==> src/rtl/shift_pipe.sv <==
`default_nettype none
// ============================================================================
// Module   : shift_pipe
// Purpose  : Parametrised, elastic, pipelined shift unit for the CPU datapath.
//            Performs SLL / SRL / SRA and, when SHIFT_PIPE_ROR_EN is defined,
//            rotate-right. The LOG2W-level shift network is distributed over
//            STAGES register stages; a tag rides along with each operation.
// Macro    : SHIFT_PIPE_ROR_EN - op 2'b11 rotates right when defined,
//            otherwise op 2'b11 behaves as SRL and no rotate logic is built.
// Ports    : clk, rst_n (sync, active-low), flush (sync pipeline kill)
//            in_valid/in_ready/in_op/in_data/in_shamt/in_tag  - request side
//            out_valid/out_ready/out_data/out_tag              - result side
// Revision : 1.0 - initial release
// ============================================================================
module shift_pipe #(
   parameter int WIDTH  = 32,
   parameter int LOG2W  = $clog2(WIDTH),
   parameter int STAGES = 2,
   parameter int TAG_W  = 5
) (
   input  logic             clk,
   input  logic             rst_n,
   input  logic             flush,
   input  logic             in_valid,
   output logic             in_ready,
   input  logic [1:0]       in_op,
   input  logic [WIDTH-1:0] in_data,
   input  logic [LOG2W-1:0] in_shamt,
   input  logic [TAG_W-1:0] in_tag,
   output logic             out_valid,
   input  logic             out_ready,
   output logic [WIDTH-1:0] out_data,
   output logic [TAG_W-1:0] out_tag
);

   localparam logic [1:0] c_op_sll = 2'b00;
   localparam logic [1:0] c_op_sra = 2'b10;
`ifdef SHIFT_PIPE_ROR_EN
   localparam logic [1:0] c_op_ror = 2'b11;
`endif

   // Per-stage pipeline registers
   logic             r_vld   [STAGES];
   logic [1:0]       r_op    [STAGES];
   logic [WIDTH-1:0] r_data  [STAGES];
   logic [LOG2W-1:0] r_shamt [STAGES];
   logic             r_sign  [STAGES];
   logic [TAG_W-1:0] r_tag   [STAGES];

   // Per-stage inputs (from the request port or the previous register)
   logic             w_vin      [STAGES];
   logic [1:0]       w_st_op    [STAGES];
   logic [WIDTH-1:0] w_st_data  [STAGES];
   logic [LOG2W-1:0] w_st_shamt [STAGES];
   logic             w_st_sign  [STAGES];
   logic [TAG_W-1:0] w_st_tag   [STAGES];
   logic [WIDTH-1:0] w_st_res   [STAGES];

   logic             w_load [STAGES];
   logic             w_in_ready;
   logic [WIDTH-1:0] w_acc;

   // One network level: shift by 2^lvl according to op. SRA fills from the
   // sign bit captured at acceptance, so later levels stay correctly filled.
   function automatic logic [WIDTH-1:0] f_level(
      input logic [WIDTH-1:0] d,
      input logic [1:0]       op,
      input logic             sgn,
      input int               lvl
   );
      int amt;
      logic [WIDTH-1:0] hi;
      amt = 1 << lvl;
      hi  = ~({WIDTH{1'b1}} >> amt);
      case (op)
         c_op_sll: f_level = d << amt;
         c_op_sra: f_level = (d >> amt) | (sgn ? hi : '0);
`ifdef SHIFT_PIPE_ROR_EN
         c_op_ror: f_level = (d >> amt) | (d << (WIDTH - amt));
`endif
         default:  f_level = d >> amt;
      endcase
   endfunction

   // Stage input selection
   for (genvar s = 0; s < STAGES; s++) begin : g_src
      if (s == 0) begin : g_head
         assign w_vin[s]      = in_valid && w_in_ready;
         assign w_st_op[s]    = in_op;
         assign w_st_data[s]  = in_data;
         assign w_st_shamt[s] = in_shamt;
         assign w_st_sign[s]  = in_data[WIDTH-1];
         assign w_st_tag[s]   = in_tag;
      end else begin : g_body
         assign w_vin[s]      = r_vld[s-1];
         assign w_st_op[s]    = r_op[s-1];
         assign w_st_data[s]  = r_data[s-1];
         assign w_st_shamt[s] = r_shamt[s-1];
         assign w_st_sign[s]  = r_sign[s-1];
         assign w_st_tag[s]   = r_tag[s-1];
      end
   end

   // Ready ripples backwards: a stage may load when it is empty or when its
   // downstream can take its current content. Walking from the output end
   // keeps this a plain chain with no feedback.
   always_comb begin
      logic v_rdy;
      v_rdy = out_ready;
      for (int s = STAGES - 1; s >= 0; s--) begin
         w_load[s] = !r_vld[s] || v_rdy;
         v_rdy     = w_load[s];
      end
   end

   assign w_in_ready = rst_n && !flush && w_load[0];
   assign in_ready   = w_in_ready;

   // Shift network: level i lives in stage floor(i*STAGES/LOG2W)
   always_comb begin
      w_acc = '0;
      for (int s = 0; s < STAGES; s++) begin
         w_acc = w_st_data[s];
         for (int i = 0; i < LOG2W; i++) begin
            if (((i * STAGES) / LOG2W == s) && w_st_shamt[s][i]) begin
               w_acc = f_level(w_acc, w_st_op[s], w_st_sign[s], i);
            end
         end
         w_st_res[s] = w_acc;
      end
   end

   always_ff @(posedge clk) begin
      if (!rst_n) begin
         for (int s = 0; s < STAGES; s++) begin
            r_vld[s]   <= 1'b0;
            r_op[s]    <= '0;
            r_data[s]  <= '0;
            r_shamt[s] <= '0;
            r_sign[s]  <= 1'b0;
            r_tag[s]   <= '0;
         end
      end else begin
         for (int s = 0; s < STAGES; s++) begin
            if (flush) begin
               r_vld[s] <= 1'b0;
            end else if (w_load[s]) begin
               r_vld[s] <= w_vin[s];
            end
            // Payload only moves with a valid entry, so a held result stays put
            if (w_load[s] && w_vin[s]) begin
               r_op[s]    <= w_st_op[s];
               r_data[s]  <= w_st_res[s];
               r_shamt[s] <= w_st_shamt[s];
               r_sign[s]  <= w_st_sign[s];
               r_tag[s]   <= w_st_tag[s];
            end
         end
      end
   end

   assign out_valid = r_vld[STAGES-1];
   assign out_data  = r_data[STAGES-1];
   assign out_tag   = r_tag[STAGES-1];

endmodule
`default_nettype wire

==> config.mk <==
export PLATFORM = sky130hd
export DESIGN_NAME = shift_pipe
export DESIGN_NICKNAME = d
export VERILOG_FILES = /design/src/rtl/shift_pipe.sv
export SDC_FILE = /design/constraint.sdc
export NUM_CORES = 1
export LEC_CHECK = 0
export CAP_MARGIN = 40
export CORE_ASPECT_RATIO = 0.7
export CORE_UTILIZATION = 40
export DETAILED_ROUTE_END_ITERATION = 12
export PLACE_DENSITY = 0.6
export SKIP_CTS_REPAIR_TIMING = 1
export SLEW_MARGIN = 25
export SYNTH_ARGS = -nofsm -noshare
export SYNTH_HDL_FRONTEND = slang
export SYNTH_SLANG_ARGS = --single-unit
==> constraint.sdc <==
create_clock -name clk -period 7.1 [get_ports clk]
set_input_delay 2.13 -clock clk [delete_from_list [all_inputs] [get_ports clk]]
set_output_delay 2.13 -clock clk [all_outputs]
set_load 0.05 [all_outputs]
==> results.sh <==
export IMPL_outcome="completed"
export IMPL_synth_edf_count=81
export IMPL_start_kind="input port"
export IMPL_seqPwrFrac=0.397
export IMPL_finalNonFillerCells=1067
export IMPL_worstPathRequired_ps=4970
export IMPL_drt_wl_total_mm=23.36
export IMPL_cap_viol_max_count=0
export IMPL_p_sw_uw=485.1
export IMPL_synth_area_sq_um=7345
export IMPL_synth_xor_area_frac=0
export IMPL_p_total_uw=1477
export IMPL_numCtsBuffers=9
export IMPL_grt_pass1_vias=6456
export IMPL_portBuffers=87
export IMPL_cts_sinks=81
export IMPL_grt_overflow_total=0
export IMPL_cellInternalPower_uw=992.0
export IMPL_synth_compound_area_frac=0.3005
export IMPL_period_needed_ps=6013
export IMPL_nets=875
export IMPL_synth_simple_area_share=0.1802
export IMPL_final_util=0.4627
export IMPL_crit_fanout=7
export IMPL_grt_util_all_layers=0.2506
export IMPL_drive_gt1_frac=0.09627
export IMPL_dp_cells=1049
export IMPL_holdWs_ps=514.1
export IMPL_clkTransAtPathRegs_ps=60
export IMPL_clk_latency_ps=340
export IMPL_slowest_delay_ps=830
export IMPL_synthAdderAreaFrac=0
export IMPL_final_hold_viol_count=0
export IMPL_yosys_mux_area_fraction=0.08825
export IMPL_grt_max_degree=78
export IMPL_synth_cells=830
export IMPL_vdd_drop_max_uv=100.0
export IMPL_wire_per_inst_microns=21.89
export IMPL_ys_warn_count=0
export IMPL_grt_pass1_wl_mm=36.73
export IMPL_fp_dieW_microns=164.0
export IMPL_p_sw_frac=0.3284
export IMPL_hpwlAfterDp_mm=16.35
export IMPL_start_util=0.4079
export IMPL_synthArstFlopShare=0
export IMPL_cts_root_buf="clkbuf_16"
export IMPL_setup_viol=0
export IMPL_yosys_area_top_type="edfxtp_1"
export IMPL_clock_path_buffers=2
export IMPL_critPathMostFrequentCell="clkdlybuf4s50_1"
export IMPL_rrSetupSlack_ps=4500
export IMPL_synth_ff_type="edfxtp_1"
export IMPL_skew_ps=5.959
export IMPL_synth_area_leaders="edfxtp_1, mux2i_1, buf_4, a21oi_1, mux4_2"
export IMPL_gp_congestion=0.9658
export IMPL_max_slew_margin_rel=0.4367
export IMPL_core_area_sq_um=18010
export IMPL_synth_top_area_share=0.3312
export IMPL_crit_type="input port to output pin"
export IMPL_firstDrtPassIters=6
export IMPL_h_tree_depth=3
export IMPL_crit_path_cell_trace="clkdlybuf4s50_1, nand2b_1, a21oi_1, clkdlybuf4s50_1"
export IMPL_ys_ff_latch=81
export IMPL_cellPowerDensity_nw_per_um2=177.3
export IMPL_slew_viol_final=0
export IMPL_rows=41
export IMPL_p_leak_uw=0.002736
export IMPL_pwr_share_clk=0.308
export IMPL_max_freq_mhz=166.3
export IMPL_ant_nets=0
export IMPL_crit_arrival_ps=3880
export IMPL_timing_final_crit_share=0.8469
export IMPL_hp_class="flop to flop"
export IMPL_drc_errors=0
export IMPL_drt_iter0_drc=911
export IMPL_ios=88
export IMPL_tns_ps=0
export IMPL_rsz0062_at_grt="no"
export IMPL_end_kind="output pin"
export IMPL_final_common_cell="clkdlybuf4s50_1"
export IMPL_combPwrFrac=0.295
export IMPL_cts_tree="yes"
export IMPL_tightest_slew_ps=841.2
export IMPL_syn_avg_cell_area_sq_um=8.849
export IMPL_area_delta_synth_final_pct=13.44
export IMPL_die_area_sq_um=18920
export IMPL_vias_per_cell=6.583
export IMPL_synth_top_family_by_area="compound AO/OA/AOI/OAI gates"
export IMPL_cp_slowest_cell="clkdlybuf4s50_1"
export IMPL_antenna_found_initial=0
export IMPL_syn_num_nets=879
export IMPL_final_cell_mix="clkdlybuf4s50_1, edfxtp_1, nor2_1"
export IMPL_ys_seq_area_frac=0.3312
export IMPL_ys_types=66
export IMPL_chipHeight_microns=115.4
export IMPL_vias=7024
export IMPL_diodes=0
==> state kept, by name, summed over array words and instances (netlist names) <==
signal / count
r_sign: 1
r_op: 2
r_vld: 2
r_tag: 10
r_data: 64
r_shamt: 2
==> metrics by stage <==
step	setup slack [ps]	instance area [sq um]
2_1_floorplan	1911	7345
3_3_place_gp	1167	7938
3_5_place_dp	1096	8010
4_1_cts	1090	8304
5_1_grt	970.8	8332
6_report	1087	8332
==> cell families after synthesis <==
kind of cell,count (synthesis)
flip-flops,81
AND/OR/NAND/NOR,248
multiplexers,51
AO/OA/AOI/OAI,309
buffers and inverters,141
==> synth_stat cells (21+ instances only) <==
cell type  number
nand3_1        22
a21oi_1        54
a311oi_1       22
buf_2          37
o21ai_0        34
or3b_1         28
a211oi_1       28
nand2_1        52
clkbuf_1       41
nor2_1         65
mux2i_1        40
buf_4          40
o22ai_1        21
edfxtp_1       81
a31oi_1        28
==> metal layers <==
metal | global-route usage | vias to the layer above | share of wire
li1 | - | 3215 | -
met1 | 0.3729 | 3378 | 0.46
met2 | 0.3613 | 392 | 0.43
met3 | 0.05844 | 39 | 0.096
met4 | 0.06543 | 0 | 0.015
met5 | 0 | - | 0
==> power groups by stage <==
stage               sequential (uW)  combinational (uW)  clock (uW)
detailed placement              596                 425           0
CTS                             587                 427         466
global route                    590                 467         483
finish                          587                 436         454
global placement                600                 414           0
floorplan                       584                 314           0
==> final timing paths <==
check / startpoint / to / cells past startpoint
setup reg to reg: r_vld[0] / r_data[0][11] / 5
hold / removal: r_tag[0][3] / r_tag[0][8] / 1
setup / recovery: rst_n / in_ready / 4
hold reg to reg: r_tag[0][3] / r_tag[0][8] / 1
==> critical path, delay by kind of cell <==
family	cells	cell delay [ps]
buffers and inverters	2	1450
AND/OR/NAND/NOR	1	130
AO/OA/AOI/OAI	1	170
==> layout make-up <==
class / instances / area [sq um]
Fill cell: 1735 / 9674
Multi-Input combinational cell: 608 / 4188
Sequential cell: 81 / 2432
Timing Repair Buffer: 107 / 1051
Tap cell: 236 / 295.3
Clock buffer: 9 / 225.2
Inverter: 19 / 71.32
Clock inverter: 7 / 68.82
Power figures use the tool's default switching activity.
